File: src/rtl/output_interface_if.sv
// Display bus for output_interface: load-side capture inputs plus the
// multiplexed 7-segment drive and the frame/update pulses.
interface output_interface_if;
  logic        load;
  logic [15:0] value;
  logic [3:0]  dp;
  logic [3:0]  digit_en;
  logic [3:0]  blink;
  logic [3:0]  an;
  logic [6:0]  seg;
  logic        dp_n;
  logic        frame_tick;
  logic        upd_ack;

  modport master (
    output load, value, dp, digit_en, blink,
    input  an, seg, dp_n, frame_tick, upd_ack
  );

  modport slave (
    input  load, value, dp, digit_en, blink,
    output an, seg, dp_n, frame_tick, upd_ack
  );
endinterface

File: src/rtl/output_interface.sv
// Four-digit multiplexed 7-segment driver. New display data is double
// buffered and only swapped in at a frame boundary so a scan never shows
// a mix of old and new digits. Each slot starts with a short blanking
// guard to hide anode/segment switching ghosting.
module output_interface #(
  parameter int SCAN_DIV     = 100000,
  parameter int GUARD        = 8,
  parameter int BLINK_FRAMES = 125
) (
  input  logic               clk,
  input  logic               reset,
  output_interface_if.slave  bus
);

  localparam int DW = $clog2(SCAN_DIV);
  localparam int BW = (BLINK_FRAMES > 1) ? $clog2(BLINK_FRAMES) : 1;
  localparam logic [DW-1:0] DIV_TC   = DW'(SCAN_DIV - 1);
  localparam logic [DW-1:0] DIV_GRD  = DW'(GUARD);
  localparam logic [BW-1:0] BLINK_TC = BW'(BLINK_FRAMES - 1);

  logic [DW-1:0] div;
  logic [1:0]    idx;
  logic [BW-1:0] bcnt;
  logic          blink_phase;

  logic [15:0]   pend_value;
  logic [3:0]    pend_dp, pend_en, pend_blink;
  logic          pend_valid;

  logic [15:0]   act_value;
  logic [3:0]    act_dp, act_en, act_blink;

  logic          div_tc;
  logic          frame_end;
  logic          blank_now;
  logic [3:0]    nibble;
  logic [6:0]    seg_dec;

  // Active-low hex decode, segment order g..a; lowercase b and d.
  function automatic logic [6:0] hex_decode(input logic [3:0] n);
    case (n)
      4'h0: hex_decode = 7'h40;
      4'h1: hex_decode = 7'h79;
      4'h2: hex_decode = 7'h24;
      4'h3: hex_decode = 7'h30;
      4'h4: hex_decode = 7'h19;
      4'h5: hex_decode = 7'h12;
      4'h6: hex_decode = 7'h02;
      4'h7: hex_decode = 7'h78;
      4'h8: hex_decode = 7'h00;
      4'h9: hex_decode = 7'h10;
      4'hA: hex_decode = 7'h08;
      4'hB: hex_decode = 7'h03;
      4'hC: hex_decode = 7'h46;
      4'hD: hex_decode = 7'h21;
      4'hE: hex_decode = 7'h06;
      default: hex_decode = 7'h0E;
    endcase
  endfunction

  // Slot timing, blanking decision and segment decode for the current digit.
  always_comb begin
    div_tc    = (div == DIV_TC);
    frame_end = div_tc && (idx == 2'd3);
    nibble    = act_value[{idx, 2'b00} +: 4];
    seg_dec   = hex_decode(nibble);
    blank_now = !act_en[idx] || (act_blink[idx] && blink_phase) || (div < DIV_GRD);
  end

  // Scan divider, digit index and blink phase; the blink counter counts frames.
  always_ff @(posedge clk or negedge reset) begin
    if (!reset) begin
      div         <= '0;
      idx         <= 2'd0;
      bcnt        <= '0;
      blink_phase <= 1'b0;
    end else begin
      if (div_tc) begin
        div <= '0;
        idx <= idx + 2'd1;
      end else begin
        div <= div + 1'b1;
      end
      if (frame_end) begin
        if (bcnt == BLINK_TC) begin
          bcnt        <= '0;
          blink_phase <= ~blink_phase;
        end else begin
          bcnt <= bcnt + 1'b1;
        end
      end
    end
  end

  // Double-buffered data: loads park in pending, commit only at frame end;
  // a load in the terminal cycle bypasses pending and commits directly.
  always_ff @(posedge clk or negedge reset) begin
    if (!reset) begin
      pend_value <= '0;
      pend_dp    <= '0;
      pend_en    <= '0;
      pend_blink <= '0;
      pend_valid <= 1'b0;
      act_value  <= '0;
      act_dp     <= '0;
      act_en     <= '0;
      act_blink  <= '0;
    end else if (frame_end) begin
      if (bus.load) begin
        act_value <= bus.value;
        act_dp    <= bus.dp;
        act_en    <= bus.digit_en;
        act_blink <= bus.blink;
      end else if (pend_valid) begin
        act_value <= pend_value;
        act_dp    <= pend_dp;
        act_en    <= pend_en;
        act_blink <= pend_blink;
      end
      pend_valid <= 1'b0;
    end else if (bus.load) begin
      pend_value <= bus.value;
      pend_dp    <= bus.dp;
      pend_en    <= bus.digit_en;
      pend_blink <= bus.blink;
      pend_valid <= 1'b1;
    end
  end

  // Registered display drive and pulses, one cycle behind the scan state.
  always_ff @(posedge clk or negedge reset) begin
    if (!reset) begin
      bus.an         <= 4'hF;
      bus.seg        <= 7'h7F;
      bus.dp_n       <= 1'b1;
      bus.frame_tick <= 1'b0;
      bus.upd_ack    <= 1'b0;
    end else begin
      bus.frame_tick <= frame_end;
      bus.upd_ack    <= frame_end && (bus.load || pend_valid);
      if (blank_now) begin
        bus.an   <= 4'hF;
        bus.seg  <= 7'h7F;
        bus.dp_n <= 1'b1;
      end else begin
        bus.an   <= ~(4'b0001 << idx);
        bus.seg  <= seg_dec;
        bus.dp_n <= ~act_dp[idx];
      end
    end
  end

endmodule

File: src/flat_wrapper.sv
// flat-port wrapper written by rule: the top's interface ports become plain ports
module output_interface_flat 
#(
  parameter int SCAN_DIV     = 100000,
  parameter int GUARD        = 8,
  parameter int BLINK_FRAMES = 125
)
  (clk, reset, bus_load, bus_value, bus_dp, bus_digit_en, bus_blink, bus_an, bus_seg, bus_dp_n, bus_frame_tick, bus_upd_ack);
  output_interface_if bus_i ();
  input  logic clk;
  input  logic reset;
  input wire logic [$bits(bus_i.load)-1:0] bus_load;
  input wire logic [$bits(bus_i.value)-1:0] bus_value;
  input wire logic [$bits(bus_i.dp)-1:0] bus_dp;
  input wire logic [$bits(bus_i.digit_en)-1:0] bus_digit_en;
  input wire logic [$bits(bus_i.blink)-1:0] bus_blink;
  output wire logic [$bits(bus_i.an)-1:0] bus_an;
  output wire logic [$bits(bus_i.seg)-1:0] bus_seg;
  output wire logic [$bits(bus_i.dp_n)-1:0] bus_dp_n;
  output wire logic [$bits(bus_i.frame_tick)-1:0] bus_frame_tick;
  output wire logic [$bits(bus_i.upd_ack)-1:0] bus_upd_ack;
  assign bus_i.load = bus_load;
  assign bus_i.value = bus_value;
  assign bus_i.dp = bus_dp;
  assign bus_i.digit_en = bus_digit_en;
  assign bus_i.blink = bus_blink;
  assign bus_an = bus_i.an;
  assign bus_seg = bus_i.seg;
  assign bus_dp_n = bus_i.dp_n;
  assign bus_frame_tick = bus_i.frame_tick;
  assign bus_upd_ack = bus_i.upd_ack;
  output_interface #(.SCAN_DIV(SCAN_DIV), .GUARD(GUARD), .BLINK_FRAMES(BLINK_FRAMES)) u_core (.clk(clk), .reset(reset), .bus(bus_i));
endmodule
File: config.mk
export PLATFORM = sky130hd
export DESIGN_NAME = output_interface_flat
export DESIGN_NICKNAME = d
export VERILOG_FILES = /design/src/rtl/output_interface_if.sv /design/src/rtl/output_interface.sv /design/src/flat_wrapper.sv
export SDC_FILE = /design/constraint.sdc
export NUM_CORES = 1
export LEC_CHECK = 0
export ABC_AREA = 1
export ABC_CLOCK_PERIOD_IN_PS = 2100
export CAP_MARGIN = 20
export CORE_ASPECT_RATIO = 0.7
export CORE_UTILIZATION = 60
export CTS_BUF_LIST = sky130_fd_sc_hd__clkbuf_4 sky130_fd_sc_hd__clkbuf_8
export CTS_CLUSTER_DIAMETER = 150
export DETAILED_ROUTE_END_ITERATION = 16
export PLACE_DENSITY = 0.82
export SYNTH_ARGS = -nofsm -noshare
export SYNTH_HDL_FRONTEND = slang
export SYNTH_SLANG_ARGS = --single-unit
File: constraint.sdc
create_clock -name clk -period 2.1 [get_ports clk]
set_input_delay 0.42 -clock clk [delete_from_list [all_inputs] [get_ports clk]]
set_output_delay 0.42 -clock clk [all_outputs]
set_load 0.05 [all_outputs]
==> summary.txt, run 1 <==
Critical path
  – Worst path slowest cell: clkdlybuf4s50_1
  – Delay-heaviest family, CP: buffers and inverters
  – Reg2Reg Depth: 9
  – Critical Path Sink Type: output port
  – Arr. time, crit path: around 1500 ps
  – Worst Path Buf+Inv: 1
  – R2R Setup Slk: roughly 230 ps
  – Setup crit end: bus_frame_tick
  – WP data required: 1680 ps
  – WP depth: 1
  – Reg2reg start: u_core.div[0]
  – Slowest stage delay, CP: roughly 800 ps
  – Worst setup startpoint: u_core.bus.frame_tick
  – Cell Chain, Critical Path: clkdlybuf4s50_1
  – Worst Path Max Fanout: 1
  – R2R Path End: u_core.act_value[0]
  – Critical Path Source Type: register
  – Crit Path Class: register to output port

Floorplanning
  – Ports: 45
  – Die Width: between 100 and 150 µm
  – Core Box Area: ~8500 µm²
  – Initial Util: 0.626
  – Die height: roughly 81 µm
  – Die area: between 9000 and 10000 µm²
  – FP Rows: 28

STA
  – Fmax: about 0.52 GHz
  – Max Slew Vio Count: 0
  – Setup-failing EPs final: 0
  – Fin Setup TNS: 0 ps
  – Min Hold Slack: just over 90 ps
  – Clock Skew: 13.0 ps
  – Worst-Margin Slew: between 500 and 600 ps
  – Rel. slew slack: 0.659
  – Period utilisation layout: 0.917
  – Final Hold Fails: 0
  – Unrepaired setup endpoints after global routing: false
  – Tmin final: approximately 1900 ps

Drt
  – ANT nets after route: 0
  – DR WL/cell: approximately 13 µm
  – Via density: 5.29
  – Via count: between 4k and 5k
  – Drt drc: 0
  – WL final: roughly 11000 µm
  – Initial DRT Pass Iterations: 5
  – DR iter-0 viols: 460

Cells and area
  – Nets: 783
  – Post-route cell area: 6070 µm²
  – ANT cells: 0
  – Commonest non-fill, non-tap cell in the layout: nand2_1
  – Most frequent cells in the layout: nand2_1, dfrtp_1, inv_1
  – Post-route core utilization: 0.710
  – Layout cell share with drive strength beyond 1: 0.0888
  – Area grow syn2layout: 13.3%

Power and ir drop
  – Switch Pwr: between 0.8 and 0.9 mW
  – Switching portion of total power: 0.232
  – Max IR drop VDD: roughly 370 µV
  – Combinational Power Share: 0.071
  – Pwr dens: about 570 nW/µm²
  – Tot Pwr: around 3.4 mW
  – Leak: slightly above 3 nW
  – Internal: 2.65 mW
  – Power share of the clock group: 0.361
  – Sequential power share: 0.568

Global route
  – Grt total ovfl: 0
  – Gr usage total: 0.268
  – Initial antenna violation count: 0
  – First-pass GRT wire length: between 15000 and 20000 µm
  – Vias in the first global route: around 4.2k
  – Maximum number of pins on one net before global-route repair: between 90 and 100

Outcome
  – Status: finished clean

Synthesis
  – Yosys warns: 0
  – Area leader, netlist: dfrtp_1
  – Syn Inst Count: approximately 710
  – Top cell type's share of synthesized area: 0.402
  – Netlist cell types: 33
  – Cell Area, Synth: 5350 µm²
  – Synthesized area per cell: between 7 and 8 µm²
  – Synth top area cells: dfrtp_1, nand2_1, nand3_1
  – Register bit total from synthesis: 98
  – Seq/Total Area, Yosys: 0.461
  – Syn_nets: between 700 and 800

Place
  – GPL Wtd Cong: 0.904
  – Dpl cell area: just under 6000 µm²
  – Placed wire-length estimate: about 8200 µm
  – Port-buffer cells: 44

Clock tree
  – Clk_lat worst skew: between 300 and 400 ps
  – Root Driver: clkbuf_8
  – Clock Path Buffers: 2
  – CTS tree: done
  – H-tree depth: 3
  – Hold_buf cts: 0
  – Sink Count: between 90 and 100
  – Clock transition at path regs: ~90 ps
  – CTS buffer count: 9

Run
  – Max-Cap Viols: 0

Min path
  – Min-delay worst type: primary input to async pin
-- synth_stat cells (all sizes together) --
cell type  count
nor3           5
o22ai          1
nand3b         2
dfrtp         86
or2            1
nand4         39
o211ai         1
o21bai         1
o21ai         41
nand2        260
buf           21
nor2          50
inv           73
xor2          11
a21oi          4
ha            13
nand3         70
clkbuf        13
dfstp         12
clkinv         1
-- repair_timing --
action / in CTS / in global routing
resized for setup: 11 / 1
setup buffers: 0 / 0
endpoints found under the setup margin: 11 / 1
-- how the worst min path moves through the flow --
stage | slack, ps | depth (start not counted) | endpoint | startpoint
floorplan | 120 | 0 | u_core.act_blink[0] | reset
detailed placement | 460 | 2 | u_core.pend_dp[0] | u_core.pend_dp[0]
finish | 90 | 2 | u_core.div[10] | reset
global route | 140 | 2 | u_core.div[14] | reset
CTS | 120 | 2 | u_core.div[10] | reset
global placement | 450 | 1 | u_core.div[0] | u_core.div[0]
-- stage by stage --
step,worst slack [ps],std cells
global route,91.4,863
finish,174,863
global placement,308,848
floorplan,413,705
CTS,0.157,863
detailed placement,255,848
-- power by group through the flow --
| stage | sequential [mW] | clock (mW) | combinational [mW] |
|---|---|---|---|
| floorplan | 1.99 | 0 | 0.114 |
| global placement | 1.99 | 0 | 0.240 |
| detailed placement | 2.00 | 0 | 0.248 |
| CTS | 1.96 | 1.27 | 0.248 |
| global route | 1.96 | 1.33 | 0.283 |
| finish | 1.96 | 1.24 | 0.245 |
-- routing by layer --
metal / vias up / share of wire / global-route usage / wire length, µm
met5: - / 0 / 0 / 0
met2: 139 / 0.42 / 0.396 / 4800
met3: 11 / 0.056 / 0.0478 / 644
met1: 2108 / 0.51 / 0.405 / 5880
li1: 2305 / - / - / -
met4: 0 / 0.0083 / 0.0662 / 95
-- cell families after synthesis --
kind of cell,after synthesis,share of synthesized area
DFF,98,0.461
adders and majority gates,13,0.0304
and+or+nand+nor,427,0.356
buffers and inverters,108,0.0888
AOI/OAI and AO/OA,48,0.0460
xor gates and xnor gates,11,0.0180
-- cell type report --
type | count | area (µm²)
Clock buffer | 11 | 151
Clock inverter | 4 | 51.3
Inverter | 74 | 278
Fill cell | 702 | 2480
Sequential cell | 98 | 2470
Timing Repair Buffer | 57 | 557
Multi-Input combinational cell | 499 | 2410
Tap cell | 120 | 150
-- flip-flops by register name, indices dropped and copies added (netlist names), 7 cells and up --
signal,cells
u_core.bus.seg,7
u_core.act_value,16
u_core.div,17
u_core.pend_value,16
u_core.bcnt,7
-- worst register-to-register path, stage by stage, from the launching register on --
cell and delay [ps]:
dfrtp_1 390, ha_1 260, nand3_4 150, nor2_8 160, nand2_2 70, nor2_4 220, nand3_2 80, buf_4 250
nand2_1 130, nand2_1 50
Note: power is estimated with default switching activity, not from simulation.
==> run 2: changes to the inputs <==
- CORE_ASPECT_RATIO: 0.7 -> 0.5
- GPL_ROUTABILITY_DRIVEN: unset -> 0
==> summary.txt, run 2 (synthesized netlist as in run 1, its figures left out) <==
Critical path
  – Worst Path Buf+Inv: 1 (unchanged)
  – Worst path slowest cell: clkdlybuf4s50_1
  – Reg2Reg Depth: 9 (unchanged)
  – Worst Path Max Fanout: 1 (unchanged)
  – Critical Path Source Type: register
  – Slowest stage delay, CP: 790 ps (about the same)
  – Critical Path Sink Type: output port
  – WP depth: 1 (unchanged)
  – Delay-heaviest family, CP: buffers and inverters
  – Crit Path Class: register to output port
  – Arr. time, crit path: 1480 ps (-30 ps)
  – R2R Setup Slk: 310 ps (+80 ps)
  – Reg2reg start: u_core.div[0]
  – Worst setup startpoint: u_core.bus.frame_tick
  – R2R Path End: u_core.act_value[14]
  – WP data required: 1680 ps (about the same)
  – Cell Chain, Critical Path: clkdlybuf4s50_1
  – Setup crit end: bus_frame_tick

STA
  – Fmax: 0.525 GHz (+1.1%)
  – Tmin final: 1900 ps (-21.2 ps)
  – Fin Setup TNS: 0 ps (unchanged)
  – Clock Skew: 8.88 ps (-4.11 ps)
  – Rel. slew slack: 0.668 (+0.00938)
  – Period utilisation layout: 0.907 (-0.0101)
  – Final Hold Fails: 0 (unchanged)
  – Worst-Margin Slew: 496 ps (-15.6 ps)
  – Setup-failing EPs final: 0 (unchanged)
  – Max Slew Vio Count: 0 (unchanged)
  – Unrepaired setup endpoints after global routing: false
  – Setup ws final: 195 ps (+21.2 ps)

Cells and area
  – Biggest register: u_core.div
  – Multi-input gate area: 2410 µm² (unchanged)
  – Nets: 785 (+0.26%)
  – Final non-filler cell total: 858 (-0.58%)
  – Post-route cell area: 6040 µm² (-0.41%)
  – Regs by FF count: u_core.div x17, u_core.act_value x16, u_core.pend_value x16
  – Most frequent cells in the layout: nand2_1, dfrtp_1, inv_1
  – Area grow syn2layout: 12.8%
  – Post-route core utilization: 0.726 (+0.0167)
  – Fillcell total: 673 (-4.1%)
  – Max reg flops: 17 (unchanged)
  – Storage cell area: 2470 µm² (unchanged)
  – Commonest non-fill, non-tap cell in the layout: nand2_1
  – ANT cells: 0 (unchanged)
  – Layout cell share with drive strength beyond 1: 0.0952 (+0.00635)

Run
  – Max-Cap Viols: 0 (unchanged)

Clock tree
  – Clk_lat worst skew: 370 ps (about the same)
  – Clock transition at path regs: 90 ps (about the same)
  – H-tree depth: 3 (unchanged)
  – CTS tree: done
  – Root Driver: clkbuf_8
  – Post-CTS setup buffers: 0 (unchanged)
  – CTS buffer count: 9 (unchanged)
  – Clock Path Buffers: 2 (unchanged)
  – Sink Count: 98 (unchanged)

Drt
  – Initial DRT Pass Iterations: 5 (unchanged)
  – WL final: 11200 µm (-1.8%)
  – Via density: 5.31 (+0.43%)
  – DR WL/cell: 13.1 µm (-1.2%)
  – Drt drc: 0 (unchanged)
  – Via count: 4556 (-0.15%)
  – DR iter-0 viols: 430 (-6.5%)
  – ANT nets after route: 0 (unchanged)

Global route
  – Initial antenna violation count: 0 (unchanged)
  – Vias in the first global route: 4025 (-3.5%)
  – Grt total ovfl: 0 (unchanged)
  – First-pass GRT wire length: 19200 µm (-1.6%)
  – Maximum number of pins on one net before global-route repair: 46 (-54%)
  – Gr usage total: 0.268 (+0.000522)

Place
  – Number of instances in the placed design: 841 (-0.83%)
  – Dpl cell area: 5850 µm² (-0.38%)
  – Port-buffer cells: 44 (unchanged)
  – Worst slack, placed: 313 ps (+58.3 ps)
  – Placed wire-length estimate: 7980 µm (-2.8%)

Floorplanning
  – Core Box Area: 8320 µm² (-2.7%)
  – Initial Util: 0.644 (+0.0174)
  – Ports: 45 (unchanged)
  – Die Width: 136 µm (+18%)
  – Die height: 68.8 µm (-15%)
  – Die area: 9330 µm² (+0.18%)
  – FP Rows: 23 (-18%)

Outcome
  – Status: finished clean

Min path
  – Min-delay worst type: primary input to register

Power and ir drop
  – Max IR drop VDD: 355 µV (-5.2%)
  – Pwr dens: 555 nW/µm² (-2.3%)
  – Leak: 3.08 nW (about the same)
[run 2: cell count changes in the layout (fill, tap and decap cells not counted)]
cell            previous run  this run
dlymetal6s2s_1             1         0
buf_12                     3         2
bufinv_16                  1         0
buf_4                     11        16
dlygate4sd2_1             11         9
dlygate4sd3_1              0         1
clkinv_4                   1         3
[run 2: final cells by class]
cell class / count / share of cell area
Tap cell: 112 / 0.0232
Inverter: 74 / 0.0460
Clock buffer: 11 / 0.0251
Sequential cell: 98 / 0.408
Clock inverter: 5 / 0.00642
Multi-Input combinational cell: 499 / 0.399
Timing Repair Buffer: 59 / 0.0918
[run 2: worst min path at each step]
stage	startpoint	to	slack, ps	cells after the start
floorplan	reset	u_core.act_blink[0]	120	0
global placement	reset	u_core.bcnt[1]	350	1
detailed placement	reset	u_core.bcnt[1]	360	1
CTS	bus_load	u_core.pend_en[0]	410	3
global route	bus_load	u_core.pend_value[2]	440	3
finish	bus_load	u_core.pend_en[0]	420	3
[run 2: through the flow]
stage / power [mW] / hold slack [ps]
detailed placement: 2.24 / 358
CTS: 3.39 / 406
finish: 3.35 / 417
global route: 3.50 / 436
global placement: 2.23 / 355
floorplan: 2.10 / 124
[run 2: repair_timing]
item                       4_1_cts  5_1_grt
hold endpoints to repair        23        0
setup endpoints to repair        9        0
hold buffers                     1        0
resized for setup                9        0
[run 2: routing by layer]
| layer | vias up | share of wire | global-route usage |
|---|---|---|---|
| met3 | 7 | 0.043 | 0.0475 |
| met1 | 2136 | 0.52 | 0.394 |
| met2 | 104 | 0.43 | 0.408 |
| met4 | 0 | 0.0070 | 0.0730 |
| li1 | 2309 | - | - |
| met5 | - | 0 | 0 |
[run 2: worst register-to-register path, cell delays in order, from the launching register on]
cell and delay (ps):
dfrtp_1 380, ha_1 250, nand3_4 140, nor2_8 160, nand2_2 70, nor2_4 190, nand3_2 80, buf_4 250
nand2_1 130, nand2_1 50
[run 2: power breakdown]
part	internal (mW)	switching (mW)
Combinational	0.104	0.139
Sequential	1.93	0.0240
Clock	0.500	0.653
